<file path="src/rtl/op_sequencer_pkg.sv">
// rtl/op_sequencer_pkg.sv - shared opcode/state types for the MUL/DIV/SQRT front-end sequencer
// Contents: opc_t opcode encoding, seq_state_t FSM states, DEFAULT_TIMEOUT.
package op_sequencer_pkg;

    typedef enum logic [1:0] {
        MUL  = 2'd0,
        DIV  = 2'd1,
        SQRT = 2'd2,
        RSVD = 2'd3
    } opc_t;

    typedef enum logic [1:0] {
        IDLE      = 2'd0,
        LOAD_B    = 2'd1,
        ISSUE     = 2'd2,
        WAIT_DONE = 2'd3
    } seq_state_t;

    localparam int DEFAULT_TIMEOUT = 255;

endpackage

</file>
<file path="src/rtl/op_sequencer_rise_detect.sv">
// rtl/op_sequencer_rise_detect.sv - rising-edge detector for the slow load strobe
// Ports: clk, rst (sync, active-high), i_sig level input, o_rise one-cycle pulse.
// The history register resets to 1 so a level already high during reset never
// produces a pulse once reset is released.
module rise_detect (
    input  logic clk,
    input  logic rst,
    input  logic i_sig,
    output logic o_rise
);

    logic r_sig_q;

    always_ff @(posedge clk) begin
        if (rst) begin
            r_sig_q <= 1'b1;
        end else begin
            r_sig_q <= i_sig;
        end
    end

    assign o_rise = i_sig & ~r_sig_q;

endmodule

</file>
<file path="src/rtl/op_sequencer.sv">
// rtl/op_sequencer.sv - operand/opcode capture and start/done handshake ahead of the iterative MUL/DIV/SQRT control unit
// Optional feature macro: OP_TIMEOUT_EN (bounded WAIT_DONE dwell of TIMEOUT_CYCLES).
// Ports:
//   clk, rst            clock, synchronous active-high reset
//   load                level strobe, rising edge acted on
//   data_in, opc_in     operand bus and opcode sampled on an accepted load edge
//   done, result_in     completion pulse and result from the datapath
//   start, opc_code     one-cycle start pulse and stable opcode to control
//   op_a, op_b          captured operands
//   result, result_valid latched result and its valid flag
//   busy, err           not-IDLE indicator, sticky error flag
module op_sequencer
    import op_sequencer_pkg::*;
#(
    parameter int DW             = 16,
    parameter int RW             = 32,
    parameter int TIMEOUT_CYCLES = DEFAULT_TIMEOUT
) (
    input  logic          clk,
    input  logic          rst,
    input  logic          load,
    input  logic [DW-1:0] data_in,
    input  logic [1:0]    opc_in,
    input  logic          done,
    input  logic [RW-1:0] result_in,
    output logic          start,
    output logic [1:0]    opc_code,
    output logic [DW-1:0] op_a,
    output logic [DW-1:0] op_b,
    output logic [RW-1:0] result,
    output logic          result_valid,
    output logic          busy,
    output logic          err
);

    seq_state_t    r_state;
    seq_state_t    w_next_state;
    opc_t          w_opc;
    logic          w_rise;
    logic          w_timeout;
    logic [1:0]    r_opc_code;
    logic [DW-1:0] r_op_a;
    logic [DW-1:0] r_op_b;
    logic [RW-1:0] r_result;
    logic          r_result_valid;
    logic          r_err;

    assign w_opc = opc_t'(opc_in);

    rise_detect u_rise_detect (
        .clk    (clk),
        .rst    (rst),
        .i_sig  (load),
        .o_rise (w_rise)
    );

`ifdef OP_TIMEOUT_EN
    localparam int CW = ($clog2(TIMEOUT_CYCLES + 1) > 8) ? $clog2(TIMEOUT_CYCLES + 1) : 8;

    logic [CW-1:0] r_to_cnt;

    // A done arriving in the expiry cycle takes priority over the timeout.
    assign w_timeout = (r_state == WAIT_DONE) && !done && (r_to_cnt == CW'(TIMEOUT_CYCLES));

    always_ff @(posedge clk) begin
        if (rst) begin
            r_to_cnt <= '0;
        end else if (r_state == ISSUE) begin
            r_to_cnt <= '0;
        end else if ((r_state == WAIT_DONE) && !done && !w_timeout) begin
            r_to_cnt <= r_to_cnt + 1'b1;
        end
    end
`else
    assign w_timeout = 1'b0;
`endif

    always_comb begin
        w_next_state = r_state;
        case (r_state)
            IDLE: begin
                if (w_rise) begin
                    case (w_opc)
                        SQRT:    w_next_state = ISSUE;
                        RSVD:    w_next_state = IDLE;
                        default: w_next_state = LOAD_B;
                    endcase
                end
            end
            LOAD_B: begin
                if (w_rise) begin
                    w_next_state = ISSUE;
                end
            end
            ISSUE: begin
                w_next_state = WAIT_DONE;
            end
            WAIT_DONE: begin
                if (done || w_timeout) begin
                    w_next_state = IDLE;
                end
            end
            default: w_next_state = IDLE;
        endcase
    end

    always_ff @(posedge clk) begin
        if (rst) begin
            r_state        <= IDLE;
            r_opc_code     <= '0;
            r_op_a         <= '0;
            r_op_b         <= '0;
            r_result       <= '0;
            r_result_valid <= 1'b0;
            r_err          <= 1'b0;
        end else begin
            r_state <= w_next_state;
            case (r_state)
                IDLE: begin
                    if (w_rise) begin
                        r_op_a         <= data_in;
                        r_opc_code     <= opc_in;
                        r_result_valid <= 1'b0;
                        r_err          <= (w_opc == RSVD);
                        // SQRT is unary; the second operand is defined as zero.
                        if (w_opc == SQRT) begin
                            r_op_b <= '0;
                        end
                    end
                end
                LOAD_B: begin
                    if (w_rise) begin
                        r_op_b <= data_in;
                    end
                end
                ISSUE: begin
                    if (w_rise) begin
                        r_err <= 1'b1;
                    end
                end
                WAIT_DONE: begin
                    if (w_rise || w_timeout) begin
                        r_err <= 1'b1;
                    end
                    if (done) begin
                        r_result       <= result_in;
                        r_result_valid <= 1'b1;
                    end
                end
                default: ;
            endcase
        end
    end

    assign start        = (r_state == ISSUE);
    assign busy         = (r_state != IDLE);
    assign opc_code     = r_opc_code;
    assign op_a         = r_op_a;
    assign op_b         = r_op_b;
    assign result       = r_result;
    assign result_valid = r_result_valid;
    assign err          = r_err;

endmodule

</file>
<file path="config.mk">
export PLATFORM = sky130hd
export DESIGN_NAME = op_sequencer
export DESIGN_NICKNAME = d
export VERILOG_FILES = /design/src/rtl/op_sequencer_pkg.sv /design/src/rtl/op_sequencer_rise_detect.sv /design/src/rtl/op_sequencer.sv
export SDC_FILE = /design/constraint.sdc
export NUM_CORES = 1
export LEC_CHECK = 0
export ABC_CLOCK_PERIOD_IN_PS = 4600
export CAP_MARGIN = 5
export CORE_ASPECT_RATIO = 1.4
export CORE_UTILIZATION = 44
export DETAILED_ROUTE_END_ITERATION = 12
export MAX_ROUTING_LAYER = met4
export PLACE_DENSITY = 0.92
export SKIP_CTS_REPAIR_TIMING = 1
export SYNTH_ARGS = -nofsm -noshare
export SYNTH_HDL_FRONTEND = slang
export SYNTH_SLANG_ARGS = --single-unit
</file>
<file path="constraint.sdc">
create_clock -name clk -period 4.6 [get_ports clk]
set_input_delay 0.92 -clock clk [delete_from_list [all_inputs] [get_ports clk]]
set_output_delay 0.92 -clock clk [all_outputs]
set_load 0.03 [all_outputs]
</file>
==> flow_metrics.env, run 1 <==
export IMPL_synth_edf_count=0
export IMPL_syn_area_um2=2640
export IMPL_end_kind="primary output"
export IMPL_grt_first_pass_wirelength_um=11100
export IMPL_finalMaxSlewViolations=0
export IMPL_antenna_cells=0
export IMPL_synthMuxAreaShare=0.00757
export IMPL_met3_length_um=525
export IMPL_cts_sinks=71
export IMPL_synth_cell_type_count=29
export IMPL_worstPathMaxFanout=7
export IMPL_top_level_ports=124
export IMPL_synth_top_area_frac=0.538
export IMPL_slew_headroom=0.270
export IMPL_instances_no_fill=490
export IMPL_drive_gt1_frac=0.0595
export IMPL_wirelength_um=6960
export IMPL_yosys_most_used_dff="dfxtp_1"
export IMPL_drtIter0Drc=85
export IMPL_avgSynthCellArea_um2=8.81
export IMPL_whs_ps=454
export IMPL_final_area_um2=4070
export IMPL_gp_congestion=0.828
export IMPL_peakVddDrop_v=0.000330
export IMPL_cp_startpoint="r_state[0]$_SDFFE_PP0P_"
export IMPL_place_area_um2=3850
export IMPL_dr_pass1_iters=4
export IMPL_clockBufferDepth=2
export IMPL_rr_startpoint="r_state[0]$_SDFFE_PP0P_"
export IMPL_leakage_nw=1.46
export IMPL_routed_top_layer="met4"
export IMPL_worstSetupPathType="flop to primary output"
export IMPL_yosysWarnings=0
export IMPL_r2r_end="result_valid$_SDFFE_PP0P_"
export IMPL_cts_tree="built"
export IMPL_vias=2473
export IMPL_period_share=0.648
export IMPL_worstPathArrival_ps=2060
export IMPL_setup_violations=0
export IMPL_post_dp_hpwl_um=4980
export IMPL_final_setup_skew_ps=9.00
export IMPL_synthTopCellsByCount="nand2_1 (101), dfxtp_1 (71), a21oi_1 (53)"
export IMPL_holdPathStages=2
export IMPL_hold_violations=0
export IMPL_synthesis_nets=361
export IMPL_port_buffers=123
export IMPL_cellPowerDensity_nw_per_um2=435
export IMPL_dpl_cell_count=474
export IMPL_status="finished clean"
export IMPL_syn_inst=300
export IMPL_cts_htree_levels=3
export IMPL_cp_cell_sequence="inv_1, ha_1, inv_2, clkdlybuf4s50_1"
export IMPL_die_y_um=93.7
export IMPL_die_w_um=67.5
export IMPL_fmax_mhz=336
export IMPL_nNetsFinal=476
export IMPL_ys_ff_latch=71
export IMPL_setup_tns_ps=0
export IMPL_wl_per_cell_um=14.2
export IMPL_route_met2_wl_um=3530
export IMPL_grt_max_degree=58
export IMPL_synth_top_family_by_area="compound AO/OA/AOI/OAI gates"
export IMPL_cts_root_buf="clkbuf_8"
export IMPL_grtUsageTotal=0.239
export IMPL_initial_utilization=0.454
export IMPL_antenna_found_initial=0
export IMPL_hp_class="flop to flop"
export IMPL_synth_adder_area_share=0.0331
export IMPL_ys_seq_area_frac=0.538
export IMPL_coreArea_um2=5820
export IMPL_synth_simple_area_share=0.183
export IMPL_die_area_um2=6330
export IMPL_layout_min_cycle_time_ps=2980
export IMPL_reg2regPathDepth=6
export IMPL_synth_most_common_cell="nand2_1"
export IMPL_rrSetupSlack_ps=2450
export IMPL_synth_compound_area_share=0.191
export IMPL_max_cap_viol_count=0
export IMPL_vias_per_cell=5.05
export IMPL_clkSlewWorstSetupHoldPaths_ps=70
export IMPL_cp_data_required_time_ps=3680
export IMPL_async_flop_share=0
export IMPL_worstMarginPinSlew_ps=1090
export IMPL_grt_overflow=0
export IMPL_row_count=33
export IMPL_drc_errors=0
export IMPL_cp_endpoint="busy"
export IMPL_start_kind="flop"
export IMPL_cts_buffers=9
export IMPL_clk_latency_ps=340
export IMPL_grt_pass1_vias=2490
export IMPL_cpPeakStageDelay_ps=700
export IMPL_power_mw=1.77
export IMPL_syn2layout_area_growth_pct=54.0
export IMPL_final_fill_count=430
export IMPL_yosysTopAreaCell="dfxtp_1"
export IMPL_rsz0062_at_grt="false"
export IMPL_ys_top_cells_by_area="dfxtp_1 (54%), nand2_1 (14%), a21oi_1 (10%)"
export IMPL_ant_nets=0
export IMPL_wl_met1_um=2740
export IMPL_synthXorXnorAreaFrac=0
export IMPL_cp_slowest_cell="clkdlybuf4s50_1"
-- metal layers --
metal | track usage | up-vias
li1 | - | 1224
met1 | 0.249 | 1134
met2 | 0.407 | 102
met3 | 0.0619 | 13
met4 | 0.115 | 0
met5 | - | -
-- layout make-up --
cell class                      instances  area (um^2)  share of cell area
Clock inverter                          6         93.8              0.0230
Multi-Input combinational cell        205         1100               0.269
Timing Repair Buffer                  123         1230               0.301
Inverter                                5         18.8             0.00461
Sequential cell                        71         1420               0.349
Tap cell                               70         87.6              0.0215
Clock buffer                           10          128              0.0313
-- power by group --
| group | internal, mW | switching [mW] | total (mW) | leakage, nW |
|---|---|---|---|---|
| combinational | 0.221 | 0.292 | 0.514 | 0.775 |
| sequential | 0.667 | 0.0383 | 0.705 | 0.575 |
| clock | 0.309 | 0.243 | 0.552 | 0.107 |
| total | 1.20 | 0.573 | 1.77 | 1.46 |
-- kinds of logic after synthesis --
group                    Yosys count
AND/OR/NAND/NOR                  118
AO/OA/AOI/OAI                     78
flip-flops                        71
buffers and inverters             24
adder cells (fa/ha/maj)            7
multiplexers                       2
-- registers in the layout, summed over array words and instances, names as in the netlist --
register / count
op_a: 16
opc_code: 2
result: 32
result_valid: 1
u_rise_detect.r_sig_q: 1
op_b: 16
err: 1
r_state: 2
-- metrics by stage --
step            util  setup slack [ps]
6_report       0.700              1620
5_1_grt        0.700              1540
4_1_cts        0.700              1600
3_5_place_dp   0.662              1820
3_3_place_gp   0.662              1920
2_1_floorplan      -              2720
-- worst min path at each step --
stage	start	to	slack, ps
5_1_grt	result[1]$_SDFFE_PP0P_	result[1]$_SDFFE_PP0P_	480
3_5_place_dp	result[11]$_SDFFE_PP0P_	result[11]$_SDFFE_PP0P_	450
3_3_place_gp	result[11]$_SDFFE_PP0P_	result[11]$_SDFFE_PP0P_	440
6_report	result[11]$_SDFFE_PP0P_	result[11]$_SDFFE_PP0P_	450
4_1_cts	result[11]$_SDFFE_PP0P_	result[11]$_SDFFE_PP0P_	460
2_1_floorplan	r_state[1]$_SDFFE_PP0P_	r_state[1]$_SDFFE_PP0P_	540
-- critical path: cells and delay by family, from the launching register on --
family	cells	cell delay, ps
flops	1	470
fa+ha+maj	1	300
buf+inv	3	960
-- placed cells by master, fill, tap and decap left out, types with 2 or more instances in the layout --
cell	count
clkbuf_8	9
a211oi_1	4
nor2b_1	2
mux2i_1	2
clkdlybuf4s50_1	122
ha_1	7
dfxtp_1	71
inv_1	4
a21oi_1	53
a22o_1	14
bufinv_16	2
clkinv_4	2
a22o_2	2
or2_2	2
nor3_1	2
nor2_1	5
nand2_1	101
(Power assumes the default switching activity.)
==> run 2, diff against run 1 <==
Settings changed: ABC_CLOCK_PERIOD_IN_PS 4600 to 2400, CORE_UTILIZATION 44 to 37, PLACE_DENSITY 0.92 to 0.83.
Clock period 4.6 ns to 2.4 ns, I/O delays scaled along.
==> flow_metrics.env, run 2 (same netlist as run 1, synthesis figures left out) <==
export IMPL_status="finished clean"
export IMPL_power_mw=3.11
export IMPL_grt_max_degree=34
export IMPL_rsz0062_at_grt="false"
export IMPL_final_cell_mix="clkdlybuf4s50_1 (121), nand2_1 (101), dfxtp_1 (71)"
export IMPL_initial_utilization=0.381
export IMPL_final_fill_count=632
export IMPL_grt_util_met1=0.206
export IMPL_start_kind="flop"
export IMPL_fmax_mhz=441
export IMPL_period_share=0.945
export IMPL_setup_violations=0
export IMPL_clkSlewWorstSetupHoldPaths_ps=70
export IMPL_seqCellArea_um2=1420
export IMPL_largest_register_ffs=32
export IMPL_wl_per_cell_um=12.5
export IMPL_cts_htree_levels=3
export IMPL_final_setup_skew_ps=9.68
export IMPL_dr_pass1_iters=4
export IMPL_end_kind="primary output"
export IMPL_final_common_cell="clkdlybuf4s50_1"
export IMPL_top_usage_layer="met2"
export IMPL_cts_buffers=9
export IMPL_ant_nets=0
export IMPL_hold_violations=0
export IMPL_drive_gt1_frac=0.0708
export IMPL_cts_sinks=71
export IMPL_clk_latency_ps=330
export IMPL_coreArea_um2=6940
export IMPL_grt_pass1_vias=2395
export IMPL_grt_first_pass_wirelength_um=10500
export IMPL_cp_cell_sequence="inv_1, ha_1, clkdlybuf4s50_1"
export IMPL_instances_no_fill=519
export IMPL_worstSetupPathType="flop to primary output"
export IMPL_worst_path_buf_inv=2
export IMPL_wirelength_um=6500
export IMPL_antenna_cells=0
export IMPL_use_met3=0.0365
export IMPL_cts_root_buf="clkbuf_8"
export IMPL_nNetsFinal=482
export IMPL_grtUsageTotal=0.184
export IMPL_die_y_um=102
export IMPL_cpPeakStageDelay_ps=610
export IMPL_worstMarginPinSlew_ps=484
export IMPL_gp_congestion=0.923
export IMPL_slew_headroom=0.677
export IMPL_vias_per_cell=4.72
export IMPL_worstPathMaxFanout=7
export IMPL_cts_tree="built"
export IMPL_dpl_cell_count=505
export IMPL_peakVddDrop_v=0.000420
export IMPL_drc_errors=0
export IMPL_antenna_found_initial=0
export IMPL_layout_min_cycle_time_ps=2270
export IMPL_post_dp_hpwl_um=4800
export IMPL_cellPowerDensity_nw_per_um2=762
export IMPL_hp_class="flop to flop"
export IMPL_die_w_um=73.4
export IMPL_leakage_nw=1.47
export IMPL_port_buffers=123
export IMPL_cp_slowest_cell="clkdlybuf4s50_1"
export IMPL_max_cap_viol_count=0
export IMPL_finalMaxSlewViolations=0
export IMPL_row_count=36
export IMPL_vias=2449
export IMPL_grt_overflow=0
export IMPL_drtIter0Drc=91
export IMPL_clockBufferDepth=2
export IMPL_final_core_util=0.588
export IMPL_worstPathArrival_ps=1790
export IMPL_top_level_ports=124
export IMPL_multi_input_area_um2=1100
export IMPL_cp_data_required_time_ps=1920
export IMPL_use_met2=0.312
export IMPL_die_area_um2=7490
export IMPL_critPathTopFamily="buffers and inverters"
export IMPL_syn2layout_area_growth_pct=54.4
run 2: cell count changes in the layout (fill, tap and decap cells not counted), sizes merged:
cell	before	now
clkinv	2	4
clkdlybuf4s50	122	121
inv	6	5
bufinv	2	0
dlymetal6s2s	0	1
clkbuf	10	9
buf	1	7
run 2: power by group:
part / internal [mW] / leakage (nW) / switching, mW
clock: 0.356 / 0.0805 / 0.416
combinational: 0.436 / 0.816 / 0.553
sequential: 1.28 / 0.575 / 0.0701
total: 2.07 / 1.47 / 1.04
run 2: worst reg2reg max path, delay by kind of cell, from the launching register on:
family,cells,cell delay (ps)
AO/OA/AOI/OAI,3,880
adder cells (fa/ha/maj),1,290
buffers and inverters,1,130
flip-flops,1,460
run 2: cell type report:
type | instances | area share
flip-flops and latches | 71 | 0.348
repair buffers | 129 | 0.312
multi-input cells | 205 | 0.269
clock buffers | 9 | 0.0303
well taps | 95 | 0.0291
clock inverters | 5 | 0.00674
inverters | 5 | 0.00460
run 2: metrics by stage:
stage	TNS (ps)	instance area, um^2	setup WS (ps)	hold slack (ps)
finish	0	4080	131	454
global route	0	4080	37.1	471
CTS	-92.3	4080	-92.3	456
detailed placement	0	3930	273	445
global placement	0	3930	340	441
floorplan	0	2640	634	543
run 2: worst paths after layout:
| path | start | to | slack (ps) | cells after the start |
|---|---|---|---|---|
| hold reg to reg | result[7]$_SDFFE_PP0P_ | result[7]$_SDFFE_PP0P_ | 450 | 2 |
| setup / recovery | r_state[0]$_SDFFE_PP0P_ | start | 130 | 3 |
| setup reg to reg | r_state[0]$_SDFFE_PP0P_ | op_b[4]$_SDFFE_PP0P_ | 590 | 5 |
| hold / removal | result[7]$_SDFFE_PP0P_ | result[7]$_SDFFE_PP0P_ | 450 | 2 |
run 2: per-layer routing:
layer	vias up	share of wire
met4	0	0.019
met3	12	0.055
met2	88	0.49
li1	1236	-
met5	-	0
met1	1113	0.43
